### config.mk
export PLATFORM = sky130hd
export DESIGN_NAME = completion_unit
export DESIGN_NICKNAME = d
export VERILOG_FILES = /design/src/rtl/completion_unit.sv
export SDC_FILE = /design/constraint.sdc
export NUM_CORES = 1
export LEC_CHECK = 0
export BUFFER_PORTS_ARGS = -buffer_cell sky130_fd_sc_hd__buf_2
export CORE_MARGIN = 4
export CORE_UTILIZATION = 55
export DETAILED_ROUTE_END_ITERATION = 8
export PLACE_DENSITY_LB_ADDON = 0.12
export SYNTH_ARGS = -nofsm -noshare
export SYNTH_HDL_FRONTEND = slang
export SYNTH_SLANG_ARGS = --single-unit
### constraint.sdc
create_clock -name clock -period 3.5 [get_ports clock]
set_clock_uncertainty 0.1 [all_clocks]
set_input_delay 0.35 -clock clock [delete_from_list [all_inputs] [get_ports clock]]
set_output_delay 0.35 -clock clock [all_outputs]
set_load 0.005 [all_outputs]
### src/rtl/completion_unit.sv
// completion_unit: writeback arbiter for three execution units.
//
// Each unit (am=0, mem=1, mul=2) owns a one-entry result slot. One full slot is
// granted per cycle in round-robin order starting after the last grant. The
// grant edge loads the registered writeback outputs and retires the slot.
//
// Ports:
//   clock, reset                 clock; asynchronous active-low reset
//   <u>_wb_valid/regdest/data/writereg   result presented by unit <u>
//   <u>_wb_ready                 slot of unit <u> can accept this cycle
//   wb_reg_addr/data/write       register file write port (registered)
//   wb_sb_addr/wb_sb_clear       scoreboard clear port, mirrors the write port
//   cu_busy                      at least one slot occupied
//   cu_retired                   wrapping count of retired results
module completion_unit #(
   parameter int unsigned DATA_W = 32,
   parameter int unsigned ADDR_W = 5
) (
   input  logic              clock,
   input  logic              reset,
   input  logic              am_wb_valid,
   input  logic [ADDR_W-1:0] am_wb_regdest,
   input  logic [DATA_W-1:0] am_wb_data,
   input  logic              am_wb_writereg,
   output logic              am_wb_ready,
   input  logic              mem_wb_valid,
   input  logic [ADDR_W-1:0] mem_wb_regdest,
   input  logic [DATA_W-1:0] mem_wb_data,
   input  logic              mem_wb_writereg,
   output logic              mem_wb_ready,
   input  logic              mul_wb_valid,
   input  logic [ADDR_W-1:0] mul_wb_regdest,
   input  logic [DATA_W-1:0] mul_wb_data,
   input  logic              mul_wb_writereg,
   output logic              mul_wb_ready,
   output logic [ADDR_W-1:0] wb_reg_addr,
   output logic [DATA_W-1:0] wb_reg_data,
   output logic              wb_reg_write,
   output logic [ADDR_W-1:0] wb_sb_addr,
   output logic              wb_sb_clear,
   output logic              cu_busy,
   output logic [15:0]       cu_retired
);

   localparam int unsigned NUM_SLOTS = 3;

   logic [2:0]        in_valid;
   logic [2:0]        in_writereg;
   logic [ADDR_W-1:0] in_regdest [NUM_SLOTS];
   logic [DATA_W-1:0] in_data    [NUM_SLOTS];

   assign in_valid       = {mul_wb_valid, mem_wb_valid, am_wb_valid};
   assign in_writereg    = {mul_wb_writereg, mem_wb_writereg, am_wb_writereg};
   assign in_regdest[0]  = am_wb_regdest;
   assign in_regdest[1]  = mem_wb_regdest;
   assign in_regdest[2]  = mul_wb_regdest;
   assign in_data[0]     = am_wb_data;
   assign in_data[1]     = mem_wb_data;
   assign in_data[2]     = mul_wb_data;

   logic [2:0]        full_q;
   logic [2:0]        writereg_q;
   logic [ADDR_W-1:0] regdest_q [NUM_SLOTS];
   logic [DATA_W-1:0] data_q    [NUM_SLOTS];
   logic [1:0]        last_grant_q;

   logic [1:0]        grant_idx;
   logic              grant_any;
   logic [2:0]        grant;
   logic [2:0]        ready;
   logic [2:0]        accept;
   logic [ADDR_W-1:0] sel_regdest;
   logic [DATA_W-1:0] sel_data;
   logic              sel_writereg;

   // Round-robin pick: search starts at the slot after the last grant.
   always_comb begin
      grant_idx = 2'd0;
      grant_any = |full_q;
      case (last_grant_q)
         2'd0: begin
            if (full_q[1])      grant_idx = 2'd1;
            else if (full_q[2]) grant_idx = 2'd2;
            else                grant_idx = 2'd0;
         end
         2'd1: begin
            if (full_q[2])      grant_idx = 2'd2;
            else if (full_q[0]) grant_idx = 2'd0;
            else                grant_idx = 2'd1;
         end
         default: begin
            if (full_q[0])      grant_idx = 2'd0;
            else if (full_q[1]) grant_idx = 2'd1;
            else                grant_idx = 2'd2;
         end
      endcase
   end

   always_comb begin
      sel_regdest  = regdest_q[0];
      sel_data     = data_q[0];
      sel_writereg = writereg_q[0];
      case (grant_idx)
         2'd1: begin
            sel_regdest  = regdest_q[1];
            sel_data     = data_q[1];
            sel_writereg = writereg_q[1];
         end
         2'd2: begin
            sel_regdest  = regdest_q[2];
            sel_data     = data_q[2];
            sel_writereg = writereg_q[2];
         end
         default: ;
      endcase
   end

   // Ready depends only on slot state and grant, so it never loops back through valid.
   assign grant  = grant_any ? (3'b001 << grant_idx) : 3'b000;
   assign ready  = ~full_q | grant;
   assign accept = in_valid & ready;

   assign am_wb_ready  = ready[0];
   assign mem_wb_ready = ready[1];
   assign mul_wb_ready = ready[2];
   assign cu_busy      = |full_q;
   assign wb_sb_addr   = wb_reg_addr;

   // Accept wins over the grant clear so a same-cycle refill keeps the slot full.
   always_ff @(posedge clock or negedge reset) begin
      if (!reset) begin
         full_q     <= '0;
         writereg_q <= '0;
         for (int i = 0; i < NUM_SLOTS; i++) begin
            regdest_q[i] <= '0;
            data_q[i]    <= '0;
         end
      end else begin
         for (int i = 0; i < NUM_SLOTS; i++) begin
            if (accept[i]) begin
               full_q[i]     <= 1'b1;
               writereg_q[i] <= in_writereg[i];
               regdest_q[i]  <= in_regdest[i];
               data_q[i]     <= in_data[i];
            end else if (grant[i]) begin
               full_q[i] <= 1'b0;
            end
         end
      end
   end

   always_ff @(posedge clock or negedge reset) begin
      if (!reset) begin
         last_grant_q <= 2'd2;
         wb_reg_addr  <= '0;
         wb_reg_data  <= '0;
         wb_reg_write <= 1'b0;
         wb_sb_clear  <= 1'b0;
         cu_retired   <= '0;
      end else if (grant_any) begin
         last_grant_q <= grant_idx;
         wb_reg_addr  <= sel_regdest;
         wb_reg_data  <= sel_data;
         // Stores and r0 results retire silently.
         wb_reg_write <= sel_writereg && (sel_regdest != '0);
         wb_sb_clear  <= sel_writereg && (sel_regdest != '0);
         cu_retired   <= cu_retired + 16'd1;
      end else begin
         wb_reg_write <= 1'b0;
         wb_sb_clear  <= 1'b0;
      end
   end

endmodule

[Word-level counts from Yosys, hierarchy flattened]
Cells that the tools add are included.
Storage, ports and cells
  bits of input ports: 119
  output and inout port bits: 64
  word-level logic and storage cells: 50
  bits in registers: 173
Operators by class
  multiplexer cells: 18
  bitwise operators: 3
  reductions and logical operators: 7
  add/subtract/negate cells: 1
  eq/ne operators: 3
  shift-type cells: 1
Operators with widths (number)
  32-bit case mux with 2 select lines: 1
  16-bit by 1-bit adder with 16-bit output, second input constant: 1
  2-bit two-way mux: 5
  5-bit case mux with 2 select lines: 1
  1-bit two-way mux: 8
  2-bit nonzero test: 3
  5-bit nonzero test: 1
  2-bit by 1-bit == test with 1-bit output, second input constant: 2
  2-bit case mux with 2 select lines: 1
  3-bit bitwise AND: 1
  3-bit two-way mux: 1
  3-bit NOT: 1
  3-bit OR: 1
  3-bit OR reduction: 1
  1-bit by 2-bit left shift with 3-bit output, first input constant: 1
  2-bit == test, second input constant: 1
  2-bit zero test: 1
  1-bit case mux with 2 select lines: 1
  1-bit logical AND: 1

[Depth between registers and ports, before layout]
Gate-level depths: netlist of run 1.
  word-level depth: 8
  gate-level depth with buffers: 11
  gate-level depth less buffers: 9

[Worst setup path before layout of run 1]
OpenSTA, ideal clock, no wires.
  path kind: register -> register
  start: register full_q[0]
  end: register data_q[43] in the netlist's numbering
  data required time: 3275 ps
  library setup time: 125 ps
  clock period less this slack: 2269 ps
  setup slack: 1231 ps
  arrival time: 2045 ps
  cell stages (with the launch flop): 11
  buffers on the path: 2
  cells stage by stage: dfrtp_1 > nand2b_1 > o21ai_0 > a21oi_1 > inv_1 > ha_1 > nand2b_1 > nand2_1 > buf_4 > buf_6 > mux2_2
Between the ends
  longest elaborated chain between the ends: 7
  elaborated cells on any way between the ends: 9
  classes of those cells: 1 x shift; 5 x mux; 2 x bitwise; 1 x reduce/logical
Ends and longest elaborated chain
  start, declared: RTL line 61  | logic [2:0] full_q;
  start signal, assigned: RTL line 132  | full_q <= '0;
  start signal, assigned by index: RTL line 141  | full_q[i] <= 1'b1;
  start signal, assigned by index: RTL line 146  | full_q[i] <= 1'b0;
  1-bit two-way mux: RTL line 88  | else if (full_q[0]) grant_idx = 2'd0;
  2-bit two-way mux: RTL line 87  | if (full_q[2]) grant_idx = 2'd2;
  2-bit case mux with 2 select lines (*): RTL line 80  | case (last_grant_q)
  net grant_idx[0]: RTL line 67  | logic [1:0] grant_idx;
  1-bit by 2-bit left shift with 3-bit output (*): RTL line 119  | assign grant = grant_any ? (3'b001 << grant_idx) : 3'b000;
  3-bit two-way mux (*): RTL line 119
  3-bit OR (*): RTL line 120  | assign ready = ~full_q | grant;
  net mem_wb_ready: RTL line 30  | output logic mem_wb_ready,
  3-bit bitwise AND (*): RTL line 121  | assign accept = in_valid & ready;
  end signal, assigned by index: RTL line 144  | data_q[i] <= in_data[i];
  end, declared: RTL line 64  | logic [DATA_W-1:0] data_q [NUM_SLOTS];
Mark *: on every way through the listed nets, which the timed path passes. The rest lies on a longest branch.
A chain may end at the register's enable or synchronous reset.

[Worst setup path after layout of run 1]
  start: register full_q[2]
  end: register wb_sb_clear
Between the ends
  longest elaborated chain between the ends: 8
  elaborated cells on any way between the ends: 12
  classes of those cells: 2 x eq/ne; 7 x mux; 3 x reduce/logical
Ends and longest elaborated chain
  2-bit two-way mux: RTL line 83  | else if (full_q[2]) grant_idx = 2'd2;
  2-bit two-way mux: RTL line 82  | if (full_q[1]) grant_idx = 2'd1;
  2-bit case mux with 2 select lines (*): RTL line 80
  net grant_idx[1]: RTL line 67
  2-bit == test / 2-bit by 1-bit == test with 1-bit output (equally long branches): RTL line 103  | case (grant_idx)
  5-bit case mux with 2 select lines: RTL line 103
  5-bit nonzero test: RTL line 166  | wb_sb_clear <= sel_writereg && (sel_regdest != '0);
  1-bit logical AND (*): RTL line 166
  1-bit two-way mux (*): RTL line 160  | end else if (grant_any) begin
  end signal, assigned: RTL line 166
  end, declared: RTL line 40  | output logic wb_sb_clear,
Marks and branches as above.

==> impl_results.md, run 1 <==
* Outcome: finished clean
* Max rail drop VDD at 0.5997 mV
* Power density cells at 1130 nW/um^2
* Synthesized area at 7331 um^2
* Syn avg cell area at 12.53 um^2
* Antenna violations before repair at 3
* Detail Placement HPWL at 11.83 mm
* Vias in the first global route at 5264
* CTS root buf: clkbuf_16
* Initial drt markers at 235
* Clock power share at 0.204
* Met1 Usage GRT at 0.3008
* Multi-input gate area at 2733 um^2
* Tmin final at 2.737 ns
* Mapped Cells at 585
* Total number of vias at 5134
* Gp weighted congestion at 0.7961
* Setup Total Neg Slack at 0 ns
* Starting Density at 0.5716
* Die area at 15240 um^2
* Post-synthesis cell type count at 32
* Flop pwr share at 0.358
* Hold Path Cell Cnt at 2
* Setup CP Type: flip-flop to flip-flop
* Clk buf depth at 2
* CP Launch Point: full_q[2]$_DFFE_PN0P_
* Final global-route overflow total at 0
* Via density per instance at 5.456
* Worst r2r src: full_q[2]$_DFFE_PN0P_
* Met3 Resource Use GR at 0.07045
* Total GRT Usage at 0.2366
* Max-Cap Viols at 0
* Combinational share of power at 0.437
* Switching part of the total power at 0.3595
* CTS tree: built
* Mux cell area share after synthesis at 0.1828
* Final nets at 879
* Worst R2R Path Depth at 8
* # diodes at 0
* Max transition margin at 0.4116
* Final worst slack at 0.7626 ns
* Simple-Gate Fraction of Synth Area at 0.06912
* Clock Sink Count at 173
* Maximum fanout along the worst path at 35
* CTS HTree Levels at 4
* LEAKAGE at 0.004159 uW
* Worst-path clk slew at 0.06 ns
* Endpoints failing hold at 0
* Cts repair resizes at 0
* Critical path data arrival time at 2.93 ns
* Startpoint types: flip-flop
* DRC violations left at 0
* Area grow syn2layout at 23.04%
* Hold Path Class: input port to flip-flop
* Final setup fails at 0
* Worst Max-Slew Pin Slew at 0.8716 ns
* Fmax at 365.3 MHz
* Post-Syn Nets at 708
* Synth Area in Adders at 0.006827
* Die X at 123.5 um
* Grt peak-use layer: met2
* Met2 Use GR at 0.3921
* RSZ-0062 raised after global routing: false
* Core Rows at 41
* HP Start: am_wb_data[20]
* Largest family of logic cells by synthesized area: multiplexers
* Largest net degree at the start of global routing at 70
* YS warnings at 0
* PortBufs at 182
* Seq/Total Area, Yosys at 0.5907
* Fillers at 958
* Register area at 4330 um^2
* Worst-Skew Late Latency at 0.43 ns
* Setup WS pre-CTS at 0.8145 ns
* XOR/XNOR Fraction of Synth Area at 0.01792
* Kind of end point of the critical path: flip-flop
* Final Max Tran Viols at 0
* Final period utilization at 0.7821
* Die height at 123.5 um
* CTS Buf Count at 17
* Switching power at 3664 uW
* First-pass GRT wire length at 27.08 mm
* P_int at 6527 uW
* Synth Register Bits at 173
* Top Ports at 183
* Final wirelength at 17.11 mm
* Post-synthesis compound-gate area fraction at 0.09404
* Critical path required time at 3.69 ns
* Ratio of cells with drive above 1 in the final layout at 0.4590
* Wirelength per Cell at 18.19 um
* Core box area at 12820 um^2
* TritonRoute pass-1 iters at 5
* Remaining antenna violation count at 0
==> what timing repair did <==
item	CTS	global route
hold buffers	1	0
buffers inserted	0	0
endpoints found under the hold margin	66	0
==> sequential cells by signal (all words and copies together) (netlist names), 2 cells and up <==
name and count:
regdest_q 15, last_grant_q 2, writereg_q 3, cu_retired 16
wb_reg_data 32, full_q 3, wb_reg_addr 5, data_q 96
==> layer usage <==
| layer | vias up | share of wire |
|---|---|---|
| met5 | - | 0.0024 |
| met4 | 6 | 0.015 |
| met3 | 31 | 0.070 |
| met2 | 169 | 0.50 |
| met1 | 2541 | 0.41 |
| li1 | 2387 | - |
==> cells in the mapped netlist, drive strengths merged <==
| library cell | instances | area, um^2 |
|---|---|---|
| a21o | 1 | 7.510 |
| a21oi | 7 | 35.03 |
| a22oi | 38 | 285.3 |
| and3 | 2 | 12.51 |
| buf | 32 | 222.7 |
| clkbuf | 10 | 37.54 |
| dfrtp | 172 | 4304 |
| dfstp | 1 | 26.28 |
| ha | 4 | 50.05 |
| inv | 6 | 22.52 |
| mux2 | 118 | 1340 |
| nand2 | 75 | 281.5 |
| nand2b | 9 | 56.30 |
| nand3 | 7 | 35.03 |
| nand4 | 3 | 25.02 |
| nor2 | 8 | 30.03 |
| nor3 | 2 | 26.28 |
| nor4 | 4 | 40.04 |
| o211ai | 1 | 7.510 |
| o21ai | 69 | 345.3 |
| o311ai | 1 | 8.760 |
| xnor2 | 11 | 96.34 |
| xor2 | 4 | 35.03 |
==> final cells by class <==
type,count,area share
Sequential cell,173,0.4801
Multi-Input combinational cell,364,0.3030
Timing Repair Buffer,194,0.1175
Clock buffer,22,0.05257
Tap cell,172,0.02386
Clock inverter,10,0.02053
Inverter,6,0.002497
==> worst max-delay path, stage by stage (launching register included) <==
cell and delay (ns):
dfrtp_1 0.45, nand2b_1 0.14, a21o_1 0.22, o21ai_0 0.12
inv_1 0.12, ha_2 0.77, a21oi_1 0.20, nor4_1 0.33
a21oi_1 0.14
==> cells by family (layout without fill, tap and decap cells) <==
kind of cell | after synthesis | in the layout
simple gates | 110 | 110
compound gates | 117 | 117
flops | 173 | 173
xor+xnor | 15 | 15
fa+ha+maj | 4 | 4
buf+inv | 48 | 232
mux | 118 | 118
==> through the flow <==
step	area [um^2]	hold slack (ns)	total power, uW	instances	util
2_1_floorplan	7331	-0.04559	6830	585	-
3_3_place_gp	8351	0.2880	7912	908	0.6511
3_5_place_dp	8351	0.2969	8165	908	0.6511
4_1_cts	9020	0.03839	10280	941	0.7033
5_1_grt	9020	0.03189	10980	941	0.7033
6_report	9020	0.04921	10190	941	0.7033
==> power by group through the flow <==
stage / Clock (uW) / Combinational (uW) / Sequential, uW
3_5_place_dp: 0 / 4490 / 3670
4_1_cts: 2110 / 4520 / 3650
5_1_grt: 2200 / 5000 / 3770
6_report: 2080 / 4460 / 3650
3_3_place_gp: 0 / 4300 / 3620
2_1_floorplan: 0 / 3280 / 3550
==> cells in the final DEF, fill, tap and decap left out, drive strengths merged <==
master	Yosys	final
buf	32	193
nor2	8	8
ha	4	4
a22oi	38	38
nand2b	9	9
inv	6	6
a21o	1	1
o311ai	1	1
xor2	4	4
clkbuf	10	22
nor4	4	4
nand2	75	75
clkinv	0	1
bufinv	0	5
o21ai	69	69
dfrtp	172	172
nand4	3	3
nand3	7	7
o211ai	1	1
dlygate4sd3	0	1
a21oi	7	7
dfstp	1	1
clkinvlp	0	4
and3	2	2
mux2	118	118
xnor2	11	11
nor3	2	2
==> path summary, 6_finish.rpt <==
check                                              end  slack (ns)
max                              wb_sb_clear$_DFF_PN0_        0.76
min                             data_q[84]$_DFFE_PN0P_        0.05
max reg2reg                      wb_sb_clear$_DFF_PN0_        0.76
min reg2reg                 cu_retired[15]$_DFFE_PN0P_        0.37
max in group asynchronous  last_grant_q[1]$_DFFE_PN1P_        2.14
min in group asynchronous   cu_retired[10]$_DFFE_PN0P_        0.39
(Power assumes the default switching activity.)
==> inputs of run 2 (changes only) <==
CORE_UTILIZATION = 53   (was 55)
clock period = 2.7 ns   (was 3.5 ns; I/O delays follow)
==> impl_results.md, run 2 (same netlist as run 1, synthesis figures left out) <==
* Worst-path clk slew at 0.06 ns (about the same)
* Detail Placement HPWL at 12.01 mm (+1.5%)
* Largest reg by FF count: data_q
* Vias in the first global route at 6137 (+17%)
* Largest regs: data_q: 96 flops, wb_reg_data: 32 flops, cu_retired: 16 flops
* Worst-Skew Late Latency at 0.42 ns (about the same)
* Switching power at 4860 uW (+33%)
* Critical path data arrival time at 2.72 ns (-0.21 ns)
* CTS tree: built
* Most frequent cells in the layout: 181 x buf_2, 172 x dfrtp_1, 115 x mux2_2, 109 x dlygate4sd3_1, 72 x nand2_1
* Max transition margin at 0.4804 (+0.06886)
* Max rail drop VDD at 0.7566 mV (+26%)
* Kind of end point of the critical path: flip-flop
* # diodes at 0 (unchanged)
* Final wirelength at 18.88 mm (+10%)
* Met1 Usage GRT at 0.3150 (+0.01427)
* Final worst slack at 0.1698 ns (-0.5928 ns)
* CTS Buf Count at 17 (unchanged)
* P_int at 8540 uW (+31%)
* Hold slack at 0.007810 ns (-0.04140 ns)
* Wirelength per Cell at 17.85 um (-1.9%)
* Core box area at 13400 um^2 (+4.5%)
* TritonRoute pass-1 iters at 4 (-1)
* Commonest non-fill, non-tap cell in the layout: buf_2
* Final Max Tran Viols at 0 (unchanged)
* Max-Cap Viols at 0 (unchanged)
* Startpoint types: flip-flop
* Final period utilization at 0.9371 (+0.1550)
* Outcome: finished clean
* Core Rows at 42 (+2.4%)
* CTS HTree Levels at 4 (unchanged)
* Top Ports at 183 (unchanged)
* Ratio of cells with drive above 1 in the final layout at 0.4070 (-0.05201)
* Largest net degree at the start of global routing at 63 (-10%)
* Total number of vias at 5616 (+9.4%)
* Remaining antenna violation count at 0 (unchanged)
* Flop pwr share at 0.355 (-0.003)
* Gp weighted congestion at 0.8419 (+5.8%)
* Clk buf depth at 2 (unchanged)
* LEAKAGE at 0.004635 uW (+11%)
* PortBufs at 182 (unchanged)
* Tmin final at 2.530 ns (-0.2072 ns)
* Fmax at 395.2 MHz (+8.2%)
* Met3 Resource Use GR at 0.06393 (-0.006519)
* Via density per instance at 5.308 (-2.7%)
* Starting Density at 0.5471 (-0.02455)
* Combinational share of power at 0.452 (+0.015)
* Initial drt markers at 392 (+67%)
* Switching part of the total power at 0.3627 (+0.003153)
* Area grow syn2layout at 38.16%
* Final setup fails at 0 (unchanged)
* Die area at 15780 um^2 (+3.5%)
* RSZ-0062 raised after global routing: false
* Die height at 125.6 um (+1.7%)
* DRC violations left at 0 (unchanged)
* Final global-route overflow total at 0 (unchanged)
* Critical path required time at 2.89 ns (-0.80 ns)
* Setup WS pre-CTS at 0.1493 ns (-0.6652 ns)
* Antenna violations before repair at 0 (-3)
* Met2 Use GR at 0.4163 (+0.02418)
* Grt peak-use layer: met2
* CTS root buf: clkbuf_16
* Core Util, Final at 0.7558 (+0.05252)
* Setup Total Neg Slack at 0 ns (unchanged)
* Die X at 125.6 um (+1.7%)
* Worst Max-Slew Pin Slew at 0.7696 ns (-0.1020 ns)
* Endpoints failing hold at 0 (unchanged)
* Hold Path Class: input port to flip-flop
* Total GRT Usage at 0.2481 (+0.01145)
* Maximum fanout along the worst path at 38 (+8.6%)
* Largest register FFs at 96 (unchanged)
* Clock power share at 0.193 (-0.011)
* Final nets at 992 (+13%)
* Clock Sink Count at 173 (unchanged)
* First-pass GRT wire length at 31.16 mm (+15%)
* Power density cells at 1323 nW/um^2 (+17%)
* Setup CP Type: flip-flop to flip-flop
-- run 2: final cells by class --
type                       count  area [um^2]
timing repair buffer         307         2195
clock buffer                  21        460.4
tap                          176        220.2
multi-input combinational    364         2736
clock inverter                11        163.9
fill                         876         3272
inverter                       6        22.52
sequential                   173         4330
-- run 2: through the flow --
step | total power [uW] | cell area [um^2] | cells
after floorplan | 8853 | 7331 | 585
after global routing | 14400 | 10130 | 1058
final | 13400 | 10130 | 1058
after global placement | 10380 | 8406 | 917
after detailed placement | 10690 | 8406 | 917
after CTS | 13390 | 10100 | 1056
-- run 2: repair_timing --
action                                  4_1_cts  5_1_grt
hold buffers                                107        2
setup buffers                                 0        0
endpoints found under the setup margin        0        3
gates resized for setup                       0        2
hold endpoints to repair                    158        2
-- run 2: worst paths after layout --
kind | from | endpoint | slack (ns) | cells after the start
max | last_grant_q[1]$_DFFE_PN1P_ | wb_sb_clear$_DFF_PN0_ | 0.17 | 10
min | mul_wb_data[27] | data_q[27]$_DFFE_PN0P_ | 0.008 | 2
max reg2reg | last_grant_q[1]$_DFFE_PN1P_ | wb_sb_clear$_DFF_PN0_ | 0.17 | 10
min reg2reg | cu_retired[15]$_DFFE_PN0P_ | cu_retired[15]$_DFFE_PN0P_ | 0.38 | 1
max in group asynchronous | reset | last_grant_q[1]$_DFFE_PN1P_ | 1.35 | 3
min in group asynchronous | reset | cu_retired[8]$_DFFE_PN0P_ | 0.27 | 2
-- run 2: critical path, stage by stage, from the launching register on --
cell and delay [ns]:
dfstp_2 0.55, nand2b_1 0.07, a21o_1 0.17, o21ai_0 0.13, inv_1 0.12, ha_2 0.19, buf_4 0.28, a22oi_1 0.24
a21oi_1 0.11, nor4_1 0.33, a21oi_1 0.11
-- run 2: power groups by stage --
stage	clock network [uW]	registers (uW)	logic [uW]
final	2590	4760	6050
after global routing	2720	4900	6780
after CTS	2610	4740	6040
after detailed placement	0	4770	5920
after global placement	0	4690	5690
after floorplan	0	4600	4260
-- run 2: per-layer routing --
layer | share of wire | routed length (um)
met4 | 0.019 | 359
met3 | 0.062 | 1176
met1 | 0.41 | 7732
met5 | 0 | 0
met2 | 0.51 | 9616
